`config.mk`:
```
export PLATFORM = sky130hd
export DESIGN_NAME = shift_result_serializer
export DESIGN_NICKNAME = d
export VERILOG_FILES = /design/src/rtl/shift_result_serializer.sv
export SDC_FILE = /design/constraint.sdc
export NUM_CORES = 1
export LEC_CHECK = 0
export CORE_ASPECT_RATIO = 0.7
export CORE_MARGIN = 1
export CORE_UTILIZATION = 50
export CTS_BUF_LIST = sky130_fd_sc_hd__clkbuf_16
export CTS_CLUSTER_DIAMETER = 80
export DETAILED_ROUTE_END_ITERATION = 8
export PLACE_DENSITY = 0.71
export SLEW_MARGIN = 20
export SYNTH_ARGS = -nofsm -noshare
export SYNTH_HDL_FRONTEND = slang
export SYNTH_SLANG_ARGS = --single-unit
```
`constraint.sdc`:
```
create_clock -name clk -period 2.95 [get_ports clk]
set_input_delay 0.59 -clock clk [delete_from_list [all_inputs] [get_ports clk]]
set_output_delay 0.59 -clock clk [all_outputs]
set_load 0.02 [all_outputs]
```
`src/rtl/shift_result_serializer.sv`:
```
// Buffers shifter result words in a FIFO and streams each one MSB-first on a 1-bit valid/ready link.
// Define PARITY_EN to append an even-parity bit to every frame.
module shift_result_serializer #(
    parameter int unsigned N     = 8,
    parameter int unsigned DEPTH = 4
) (
    input  logic                     clk,
    input  logic                     rst_n,
    input  logic [N-1:0]             in_data,
    input  logic                     in_valid,
    output logic                     in_ready,
    output logic                     ser_out,
    output logic                     ser_valid,
    input  logic                     ser_ready,
    output logic                     ser_last,
    output logic [$clog2(DEPTH):0]   fifo_level,
    output logic                     busy
);

`ifdef PARITY_EN
    localparam int unsigned FRAME = N + 1;
`else
    localparam int unsigned FRAME = N;
`endif
    localparam int unsigned PtrW = $clog2(DEPTH);
    localparam int unsigned LvlW = PtrW + 1;
    localparam int unsigned CntW = $clog2(FRAME);

    typedef enum logic {StIdle, StShift} state_e;

    state_e            state_q, state_d;
    logic [N-1:0]      mem_q [DEPTH];
    logic [PtrW-1:0]   wr_ptr_q, rd_ptr_q;
    logic [LvlW-1:0]   level_q, level_d;
    logic [FRAME-1:0]  shreg_q, shreg_d;
    logic [CntW-1:0]   bit_cnt_q, bit_cnt_d;
    logic [FRAME-1:0]  head_frame;
    logic              push, pop, fifo_empty, last_bit;

    assign fifo_empty = (level_q == '0);
    assign in_ready   = (level_q != LvlW'(DEPTH));
    assign push       = in_valid && in_ready;
    assign last_bit   = (bit_cnt_q == CntW'(FRAME - 1));
    assign fifo_level = level_q;

    // The shift register holds the whole frame, so parity rides along as its LSB.
`ifdef PARITY_EN
    assign head_frame = {mem_q[rd_ptr_q], ^mem_q[rd_ptr_q]};
`else
    assign head_frame = mem_q[rd_ptr_q];
`endif

    always_comb begin
        state_d   = state_q;
        shreg_d   = shreg_q;
        bit_cnt_d = bit_cnt_q;
        pop       = 1'b0;
        busy      = 1'b0;
        ser_valid = 1'b0;
        ser_out   = 1'b0;
        ser_last  = 1'b0;
        unique case (state_q)
            StIdle: begin
                if (!fifo_empty) begin
                    pop       = 1'b1;
                    shreg_d   = head_frame;
                    bit_cnt_d = '0;
                    state_d   = StShift;
                end
            end
            StShift: begin
                busy      = 1'b1;
                ser_valid = 1'b1;
                ser_out   = shreg_q[FRAME-1];
                ser_last  = last_bit;
                if (ser_ready) begin
                    shreg_d   = shreg_q << 1;
                    bit_cnt_d = bit_cnt_q + 1'b1;
                    if (last_bit) begin
                        if (!fifo_empty) begin
                            pop       = 1'b1;
                            shreg_d   = head_frame;
                            bit_cnt_d = '0;
                        end else begin
                            state_d = StIdle;
                        end
                    end
                end
            end
            default: state_d = StIdle;
        endcase
    end

    assign level_d = level_q + LvlW'(push) - LvlW'(pop);

    always_ff @(posedge clk or negedge rst_n) begin
        if (!rst_n) begin
            state_q   <= StIdle;
            wr_ptr_q  <= '0;
            rd_ptr_q  <= '0;
            level_q   <= '0;
            shreg_q   <= '0;
            bit_cnt_q <= '0;
        end else begin
            state_q   <= state_d;
            level_q   <= level_d;
            shreg_q   <= shreg_d;
            bit_cnt_q <= bit_cnt_d;
            if (push) wr_ptr_q <= wr_ptr_q + 1'b1;
            if (pop)  rd_ptr_q <= rd_ptr_q + 1'b1;
        end
    end

    // Storage needs no reset: the level counter gates every read.
    always_ff @(posedge clk) begin
        if (push) mem_q[wr_ptr_q] <= in_data;
    end

endmodule

```
==> flow_summary_export.csv, run 1 <==
group,metric,value,unit
worst_setup_path,worst_r2r_path_depth,10,
power,p_sw,0.723,mW
logic_synthesis,synth_area_leaders,"edfxtp_1 (44%), dfrtp_1 (22%), mux4_2 (8.3%), ha_1 (4.6%), o221a_1 (3.6%)",
cells_and_area,syn2layout_area_growth,17.2,%
clock_network,cts_setup_buffers,0,
worst_setup_path,endpoint_kind,"output pin",
hold_path,hold_class,"flip-flop to flip-flop",
cells_and_area,final_layout_size_suffix_gt1_frac,0.157,
job,max_cap_viol_count,0,
sta,setup_violations,0,
logic_synthesis,synth_edf_count,32,
cells_and_area,instances_no_fill,205,
die,io_pins,20,
worst_setup_path,required,2360,ps
sta,fmax,0.404,GHz
route,drtIter0Drc,28,
worst_setup_path,path_cells,"ha_1 > ha_1 > and2_2 > clkdlybuf4s50_1",
clock_network,clockBufferDepth,2,
clock_network,path_clk_slew,70,ps
worst_setup_path,cp_num_buf_inv,1,
die,dieArea,4630,µm²
hold_path,min_path_cells,1,
global_route,grt_max_degree,20,
worst_setup_path,cp_top_family,"buffers and inverters",
clock_network,cts.sinks,51,
worst_setup_path,critical_path_class,"flip-flop to output pin",
worst_setup_path,arrival,1890,ps
logic_synthesis,ys_ff_latch,51,
die,num_rows,19,
worst_setup_path,r2r_start,"bit_cnt_q[0]",
cells_and_area,seq_area,1440,µm²
worst_setup_path,cpMostUsedCell,"ha_1",
power,power_leakage,0.959,nW
power,max-vdd-ir-drop,0.494,mV
route,routed_wl,3690,µm
cells_and_area,multi_input_area,676,µm²
logic_synthesis,synth_ff_type,"edfxtp_1",
global_route,first_global_vias,1199,
sta,slew_viol_final,0,
route,drcViolationCount,0,
placed_design,place_congestion,0.720,
placed_design,placed_cells,197,
die,core,4040,µm²
sta,relSlewSlack,0.437,
power,internal_power,1.64,mW
route,drt_pass1_iterations,4,
logic_synthesis,syn-num-nets,151,
logic_synthesis,netlist_area,2180,µm²
die,initial_utilization,0.540,
clock_network,cts_tree,"built",
logic_synthesis,postSynth.asyncResetShare,0.373,
route,final_antenna_net_count,0,
worst_setup_path,worstPathMaxFanout,4,
die,die_height,57.3,µm
hold_path,min_to,"bit_cnt_q[2]",
clock_network,clk_latency,290,ps
global_route,grt_pass1_wl,6080,µm
sta,worst_slack,473,ps
route,wl_per_cell,18.0,µm
power,power_frac_comb,0.274,
route,num_vias,1183,
sta,final.min_clock_period,2480,ps
logic_synthesis,synth_top_area_share,0.441,
placed_design,dpl.hpwl,2540,µm
sta,finalHoldViolations,0,
worst_setup_path,critical_path_depth,4,
clock_network,h-tree-depth,2,
worst_setup_path,r2r_slack,540,ps
clock_network,holdBufCountCts,0,
worst_setup_path,critPathLaunchType,"flip-flop",
cells_and_area,nFillCells,302,
logic_synthesis,synth.avg_cell_area,16.8,µm²
power,swShare,0.306,
logic_synthesis,yosysMostFrequentCell,"edfxtp_1",
clock_network,post_cts_resized,0,
cells_and_area,diodes,0,
power,powerDensity,923,nW/µm²
logic_synthesis,ys_types,35,
worst_setup_path,slowest_delay,530,ps
sta,post-route-period-util,0.840,
power,pwr-share-clk,0.244,
die,fp.dieW,80.9,µm
worst_setup_path,crit_slowest_cell,"clkdlybuf4s50_1",
global_route,grtUsageTotal,0.188,
logic_synthesis,syn_inst,130,
global_route,antenna_found_initial,0,
sta,rsz0062_at_grt,"no",
placed_design,place_ws,250,ps
sta,finalSetupTns,0,ps
route,via_per_inst,5.77,
power,p_seq_frac,0.483,
cells_and_area,nets,173,
sta,worst_pin_slew,841,ps
worst_setup_path,worstReg2RegEnd,"fifo_level[2]",
sta,hold_slack,515,ps
outcome,outcome,"completed",
placed_design,io_buffers,19,
global_route,grt_overflow,0,
clock_network,cts-root-buf,"clkbuf_16",
logic_synthesis,synth_common_cells,"edfxtp_1 (32), dfrtp_1 (19), ha_1 (8), mux4_2 (8)",
logic_synthesis,yosys_warnings,0,
logic_synthesis,synth_top_area_cell,"edfxtp_1",
sta,skew,8.48,ps
hold_path,holdCritStartpoint,"bit_cnt_q[2]",
clock_network,cts_buffers,5,
logic_synthesis,ys_seq_area_frac,0.659,
layout by cell type, fill, tap and decap left out, types with 2 or more instances in the layout:
cell type,netlist,final
clkbuf_16,0,5
mux4_2,8,8
buf_4,1,2
inv_1,7,7
nand3_1,2,2
xnor2_1,2,2
or3_1,7,7
ha_1,8,8
a21oi_1,2,2
nand2b_1,3,3
a31oi_1,2,2
and3_1,4,4
clkdlybuf4s50_1,0,19
edfxtp_1,32,32
o221a_1,7,7
dfrtp_1,19,19
xor2_1,3,3
inv_6,0,2
and2_2,2,2
stage by stage:
stage               cell area (µm²)  utilization  total power [mW]
detailed placement             2410        0.596              1.81
global placement               2410        0.596              1.76
CTS                            2560        0.633              2.38
global route                   2560        0.633              2.49
finish                         2560        0.633              2.36
floorplan                      2180            -              1.56
registers in the layout (all words and copies together) (netlist names):
register	flops
fifo_level	3
mem_q	32
bit_cnt_q	3
shreg_q	8
rd_ptr_q	2
state_q	1
wr_ptr_q	2
area by class of cell:
| cell class | instances | area share |
|---|---|---|
| inverter | 7 | 0.0103 |
| timing repair buffer | 21 | 0.0803 |
| sequential | 51 | 0.562 |
| tap | 52 | 0.0255 |
| multi-input combinational | 66 | 0.264 |
| clock inverter | 3 | 0.00881 |
| clock buffer | 5 | 0.0489 |
worst max path at each step:
| stage | slack (ps) | endpoint | from |
|---|---|---|---|
| 5_1_grt | 410 | ser_last | bit_cnt_q[0] |
| 3_3_place_gp | 320 | fifo_level[2] | ser_ready |
| 6_report | 470 | ser_last | bit_cnt_q[0] |
| 2_1_floorplan | 510 | fifo_level[2] | fifo_level[1] |
| 3_5_place_dp | 250 | fifo_level[2] | ser_ready |
| 4_1_cts | 460 | ser_last | bit_cnt_q[0] |
worst register-to-register path, stage by stage (launching register included):
cell and delay, ps:
dfrtp_1 410, ha_1 220, ha_1 240, a21boi_2 170, nor2_1 100, ha_1 280
inv_1 40, ha_1 180, fa_1 370, xor2_1 160, xnor2_1 130
power by group through the flow:
stage                     Clock [mW]  Sequential, mW  Combinational [mW]
after floorplan                    0            1.09               0.475
after global placement             0            1.14               0.625
after detailed placement           0            1.15               0.653
after CTS                      0.581            1.14               0.656
after global routing           0.615            1.17               0.707
final                          0.575            1.14               0.646
cell families after synthesis:
logic type | share of synthesized area
adder cells (fa/ha/maj) | 0.0551
XOR/XNOR | 0.0201
AND/OR/NAND/NOR | 0.0838
AO/OA/AOI/OAI | 0.0631
multiplexers | 0.0878
flip-flops | 0.659
buffers and inverters | 0.0316
routing by layer:
layer | GRT usage | share of wire | vias up
met5 | 0 | 0 | -
met4 | 0.0867 | 0.011 | 0
met3 | 0.0480 | 0.029 | 6
met2 | 0.285 | 0.49 | 20
met1 | 0.257 | 0.47 | 613
li1 | - | - | 544
(Power assumes the default switching activity.)
==> run 2: changes to the inputs <==
- clock period: 2.95 -> 2.6 ns (I/O delays scaled with it)
==> flow_summary_export.csv, run 2 (synthesized netlist as in run 1, its figures left out) <==
group,metric,value,unit
die,num_rows,19,
power,powerDensity,1040,nW/µm²
placed_design,placed_cells,201,
route,num_vias,1190,
sta,fmax,0.413,GHz
power,power.total,2.68,mW
cells_and_area,instances_no_fill,209,
hold_path,hold_class,"flip-flop to flip-flop",
route,via_per_inst,5.69,
die,fp.dieW,80.9,µm
placed_design,postPlaceCellArea,2440,µm²
clock_network,path_clk_slew,70,ps
clock_network,clockBufferDepth,2,
worst_setup_path,worstPathMaxFanout,4,
sta,post-route-period-util,0.931,
cells_and_area,top_register,"mem_q",
die,dieArea,4630,µm²
sta,finalSetupTns,0,ps
placed_design,io_buffers,19,
route,drcViolationCount,0,
worst_setup_path,arrival,2590,ps
cells_and_area,final_layout_size_suffix_gt1_frac,0.178,
clock_network,cts_setup_buffers,0,
sta,worst_pin_slew,578,ps
sta,final.min_clock_period,2420,ps
worst_setup_path,critical_path_class,"flip-flop to flip-flop",
worst_setup_path,required,2770,ps
global_route,grtUsageTotal,0.191,
die,initial_utilization,0.540,
route,routed_wl,3680,µm
route,drt_pass1_iterations,4,
cells_and_area,syn2layout_area_growth,18.6,%
sta,relSlewSlack,0.615,
global_route,grt_pass1_wl,6140,µm
sta,rsz0062_at_grt,"no",
cells_and_area,fin_area,2590,µm²
route,drtIter0Drc,109,
sta,skew,5.46,ps
outcome,outcome,"completed",
cells_and_area,final_core_util,0.640,
cells_and_area,nFillCells,294,
clock_network,cts.sinks,51,
sta,hold_slack,506,ps
global_route,antenna_found_initial,0,
clock_network,post_cts_resized,0,
power,power_leakage,0.974,nW
die,core,4040,µm²
sta,setup_violations,0,
route,final_antenna_net_count,0,
global_route,grt_max_degree,20,
clock_network,cts_tree,"built",
cells_and_area,largestRegisters,"mem_q x32, shreg_q x8",
sta,finalHoldViolations,0,
sta,slew_viol_final,0,
die,die_height,57.3,µm
cells_and_area,final_cell_mix,"edfxtp_1 (32), dfrtp_1 (19), clkdlybuf4s50_1 (19)",
worst_setup_path,endpoint_kind,"flip-flop",
job,max_cap_viol_count,0,
power,max-vdd-ir-drop,0.506,mV
die,io_pins,20,
sta,worst_slack,178,ps
cells_and_area,mostFrequentLayoutCell,"edfxtp_1",
cells_and_area,diodes,0,
worst_setup_path,cp_top_family,"adder cells",
clock_network,h-tree-depth,2,
placed_design,place_congestion,0.757,
worst_setup_path,cp_num_buf_inv,1,
global_route,grt_overflow,0,
cells_and_area,nets,177,
clock_network,cts-root-buf,"clkbuf_16",
cells_and_area,largest_register_ffs,32,
clock_network,clk_latency,290,ps
global_route,first_global_vias,1184,
worst_setup_path,critPathLaunchType,"flip-flop",
clock_network,holdBufCountCts,0,
worst_setup_path,path_cells,"ha_1 > ha_1 > a21boi_2 > nor2_1 > ha_1 > inv_1 > ha_1 > fa_1 > xor2_1 > xnor2_1",
placed_design,place_ws,69.9,ps
worst_setup_path,cpMostUsedCell,"ha_1",
route,wl_per_cell,17.6,µm
worst_setup_path,slowest_delay,410,ps
clock_network,cts_buffers,5,
placed_design,dpl.hpwl,2530,µm
worst_setup_path,crit_slowest_cell,"dfrtp_1",
## run 2: cell count changes in the layout (fill, tap and decap cells not counted)
cell        previous run  this run
inv_8                  0         1
inv_6                  2         0
buf_4                  2         6
clkinvlp_4             0         1
## run 2: layout make-up
class,count,area [µm²],area share
sequential,51,1440,0.555
multi-input combinational,66,676,0.261
timing repair buffer,25,235,0.0909
clock buffer,5,125,0.0484
tap,52,65.1,0.0251
inverter,7,26.3,0.0102
clock inverter,3,23.8,0.00919
## run 2: final timing paths
check / startpoint / end / slack (ps) / depth (start not counted)
max in group asynchronous: rst_n / wr_ptr_q[0] / 1830 / 2
worst min-delay path: bit_cnt_q[2] / bit_cnt_q[2] / 510 / 1
min in group asynchronous: rst_n / bit_cnt_q[0] / 560 / 2
worst min register to register: bit_cnt_q[2] / bit_cnt_q[2] / 510 / 1
worst max register to register: bit_cnt_q[0] / fifo_level[2] / 180 / 10
worst max-delay path: bit_cnt_q[0] / fifo_level[2] / 180 / 10
## run 2: power breakdown
part	leakage, nW	internal, mW	switching [mW]
combinational	0.392	0.400	0.343
sequential	0.511	1.10	0.186
clock	0.0717	0.361	0.290
## run 2: routing by layer
metal,track usage,vias to the layer above,part of all wire,routed length (µm)
li1,-,549,-,-
met1,0.269,608,0.46,1710
met2,0.287,25,0.48,1780
met3,0.0384,8,0.032,116
met4,0.0918,0,0.020,75
met5,0,-,0,0
==> run 3: changes to the inputs <==
- CTS_BUF_LIST: sky130_fd_sc_hd__clkbuf_16 -> sky130_fd_sc_hd__clkbuf_4 sky130_fd_sc_hd__clkbuf_8
- clock period: 2.6 -> 2.4 ns (I/O delays scaled with it)
==> flow_summary_export.csv, run 3 (synthesized netlist as in run 1, its figures left out) <==
group,metric,value,unit
cells_and_area,final_layout_size_suffix_gt1_frac,0.248,
sta,setup_violations,0,
power,powerDensity,1070,nW/µm²
route,final_antenna_net_count,0,
clock_network,h-tree-depth,2,
worst_setup_path,required,2600,ps
sta,post-route-period-util,0.947,
sta,finalHoldViolations,0,
global_route,antenna_found_initial,0,
worst_setup_path,r2r_start,"bit_cnt_q[1]",
sta,relSlewSlack,0.657,
sta,rsz0062_at_grt,"no",
global_route,grt_max_degree,20,
sta,skew,11.8,ps
global_route,grt_overflow,0,
job,max_cap_viol_count,0,
route,drtIter0Drc,40,
worst_setup_path,worstPathMaxFanout,3,
placed_design,placed_cells,207,
route,via_per_inst,5.50,
die,fp.dieW,80.9,µm
worst_setup_path,r2r_slack,130,ps
power,power_frac_comb,0.338,
route,routed_wl,3650,µm
clock_network,cts_buffers,5,
sta,slew_viol_final,0,
worst_setup_path,worst_r2r_path_depth,10,
sta,fmax,0.440,GHz
placed_design,postPlaceCellArea,2490,µm²
sta,worst_slack,126,ps
worst_setup_path,critPathLaunchType,"flip-flop",
placed_design,dpl.hpwl,2670,µm
cells_and_area,seq_area,1440,µm²
cells_and_area,diodes,0,
power,power.total,2.81,mW
power,internal_power,1.93,mW
die,die_height,57.3,µm
placed_design,place_congestion,0.716,
cells_and_area,instances_no_fill,217,
clock_network,cts_tree,"built",
cells_and_area,syn2layout_area_growth,19.9,%
outcome,outcome,"completed",
power,swShare,0.313,
clock_network,path_clk_slew,100,ps
cells_and_area,nFillCells,312,
clock_network,cts-root-buf,"clkbuf_8",
clock_network,clockBufferDepth,2,
placed_design,place_ws,-104,ps
clock_network,cts.sinks,51,
route,drt_pass1_iterations,4,
cells_and_area,final_cell_mix,"edfxtp_1 (32), dfrtp_1 (19), clkdlybuf4s50_1 (19)",
global_route,grt_pass1_wl,5960,µm
clock_network,clk_latency,310,ps
die,initial_utilization,0.540,
cells_and_area,fin_area,2610,µm²
cells_and_area,mostFrequentLayoutCell,"edfxtp_1",
placed_design,io_buffers,19,
die,core,4040,µm²
sta,worst_pin_slew,515,ps
power,p_seq_frac,0.483,
die,dieArea,4630,µm²
cells_and_area,final_core_util,0.647,
sta,final.min_clock_period,2270,ps
clock_network,holdBufCountCts,0,
cells_and_area,largestRegisters,"mem_q x32, shreg_q x8",
worst_setup_path,endpoint_kind,"flip-flop",
die,num_rows,19,
power,p_sw,0.878,mW
global_route,grtUsageTotal,0.181,
die,io_pins,20,
route,wl_per_cell,16.8,µm
worst_setup_path,arrival,2480,ps
hold_path,hold_class,"input port to async pin",
route,drcViolationCount,0,
power,power_leakage,0.983,nW
power,pwr-share-clk,0.179,
cells_and_area,multi_input_area,698,µm²
cells_and_area,largest_register_ffs,32,
route,num_vias,1193,
worst_setup_path,worstReg2RegEnd,"fifo_level[2]",
power,max-vdd-ir-drop,0.728,mV
cells_and_area,top_register,"mem_q",
worst_setup_path,critical_path_class,"flip-flop to flip-flop",
cells_and_area,nets,185,
global_route,first_global_vias,1291,
## run 3: area by class of cell
cell class              instances  share of cell area
clock buffers                   6              0.0292
clock inverters                 2             0.00622
inverters                       7              0.0101
multi-input cells              66               0.267
flip-flops and latches         51               0.550
well taps                      52              0.0249
repair buffers                 33               0.113
## run 3: what timing repair did
action | in CTS | in global routing
pin swaps | 0 | 4
cloned | 0 | 0
endpoints found under the setup margin | 2 | 2
setup buffers | 1 | 1
resized for setup | 0 | 5
## run 3: per-stage QoR
| step | hold WS, ps | setup TNS (ps) |
|---|---|---|
| global placement | 487 | -4.62 |
| floorplan | 184 | 0 |
| global route | 529 | 0 |
| detailed placement | 486 | -104 |
| finish | 507 | 0 |
| CTS | 510 | 0 |
## run 3: power by group through the flow
stage	registers (mW)	clock network, mW	logic (mW)
after CTS	1.36	0.517	0.925
after global placement	1.36	0	0.870
after detailed placement	1.38	0	0.915
after global routing	1.39	0.548	1.05
final	1.36	0.503	0.949
after floorplan	1.34	0	0.589
## run 3: worst max path at each step
| stage | slack (ps) | end | from | depth (start not counted) |
|---|---|---|---|---|
| 2_1_floorplan | 3 | fifo_level[2] | bit_cnt_q[0] | 10 |
| 3_3_place_gp | -5 | fifo_level[2] | ser_ready | 9 |
| 3_5_place_dp | -100 | fifo_level[2] | ser_ready | 9 |
| 4_1_cts | 5 | fifo_level[2] | bit_cnt_q[1] | 10 |
| 5_1_grt | 4 | fifo_level[2] | bit_cnt_q[1] | 10 |
| 6_report | 130 | fifo_level[2] | bit_cnt_q[1] | 10 |
## run 3: worst max-delay path, stage by stage (launching register included)
cell      delay, ps
dfrtp_1         410
ha_2            200
ha_4            160
a21boi_2        160
nor2_2           70
ha_1            300
inv_1            50
ha_1            190
fa_2            340
xor2_1          170
xnor2_1         130
## run 3: per-layer routing
| metal | part of all wire | track usage | vias to the layer above |
|---|---|---|---|
| li1 | - | - | 567 |
| met1 | 0.46 | 0.227 | 595 |
| met2 | 0.49 | 0.295 | 23 |
| met3 | 0.032 | 0.0544 | 8 |
| met4 | 0.018 | 0.0765 | 0 |
| met5 | 0 | 0 | - |
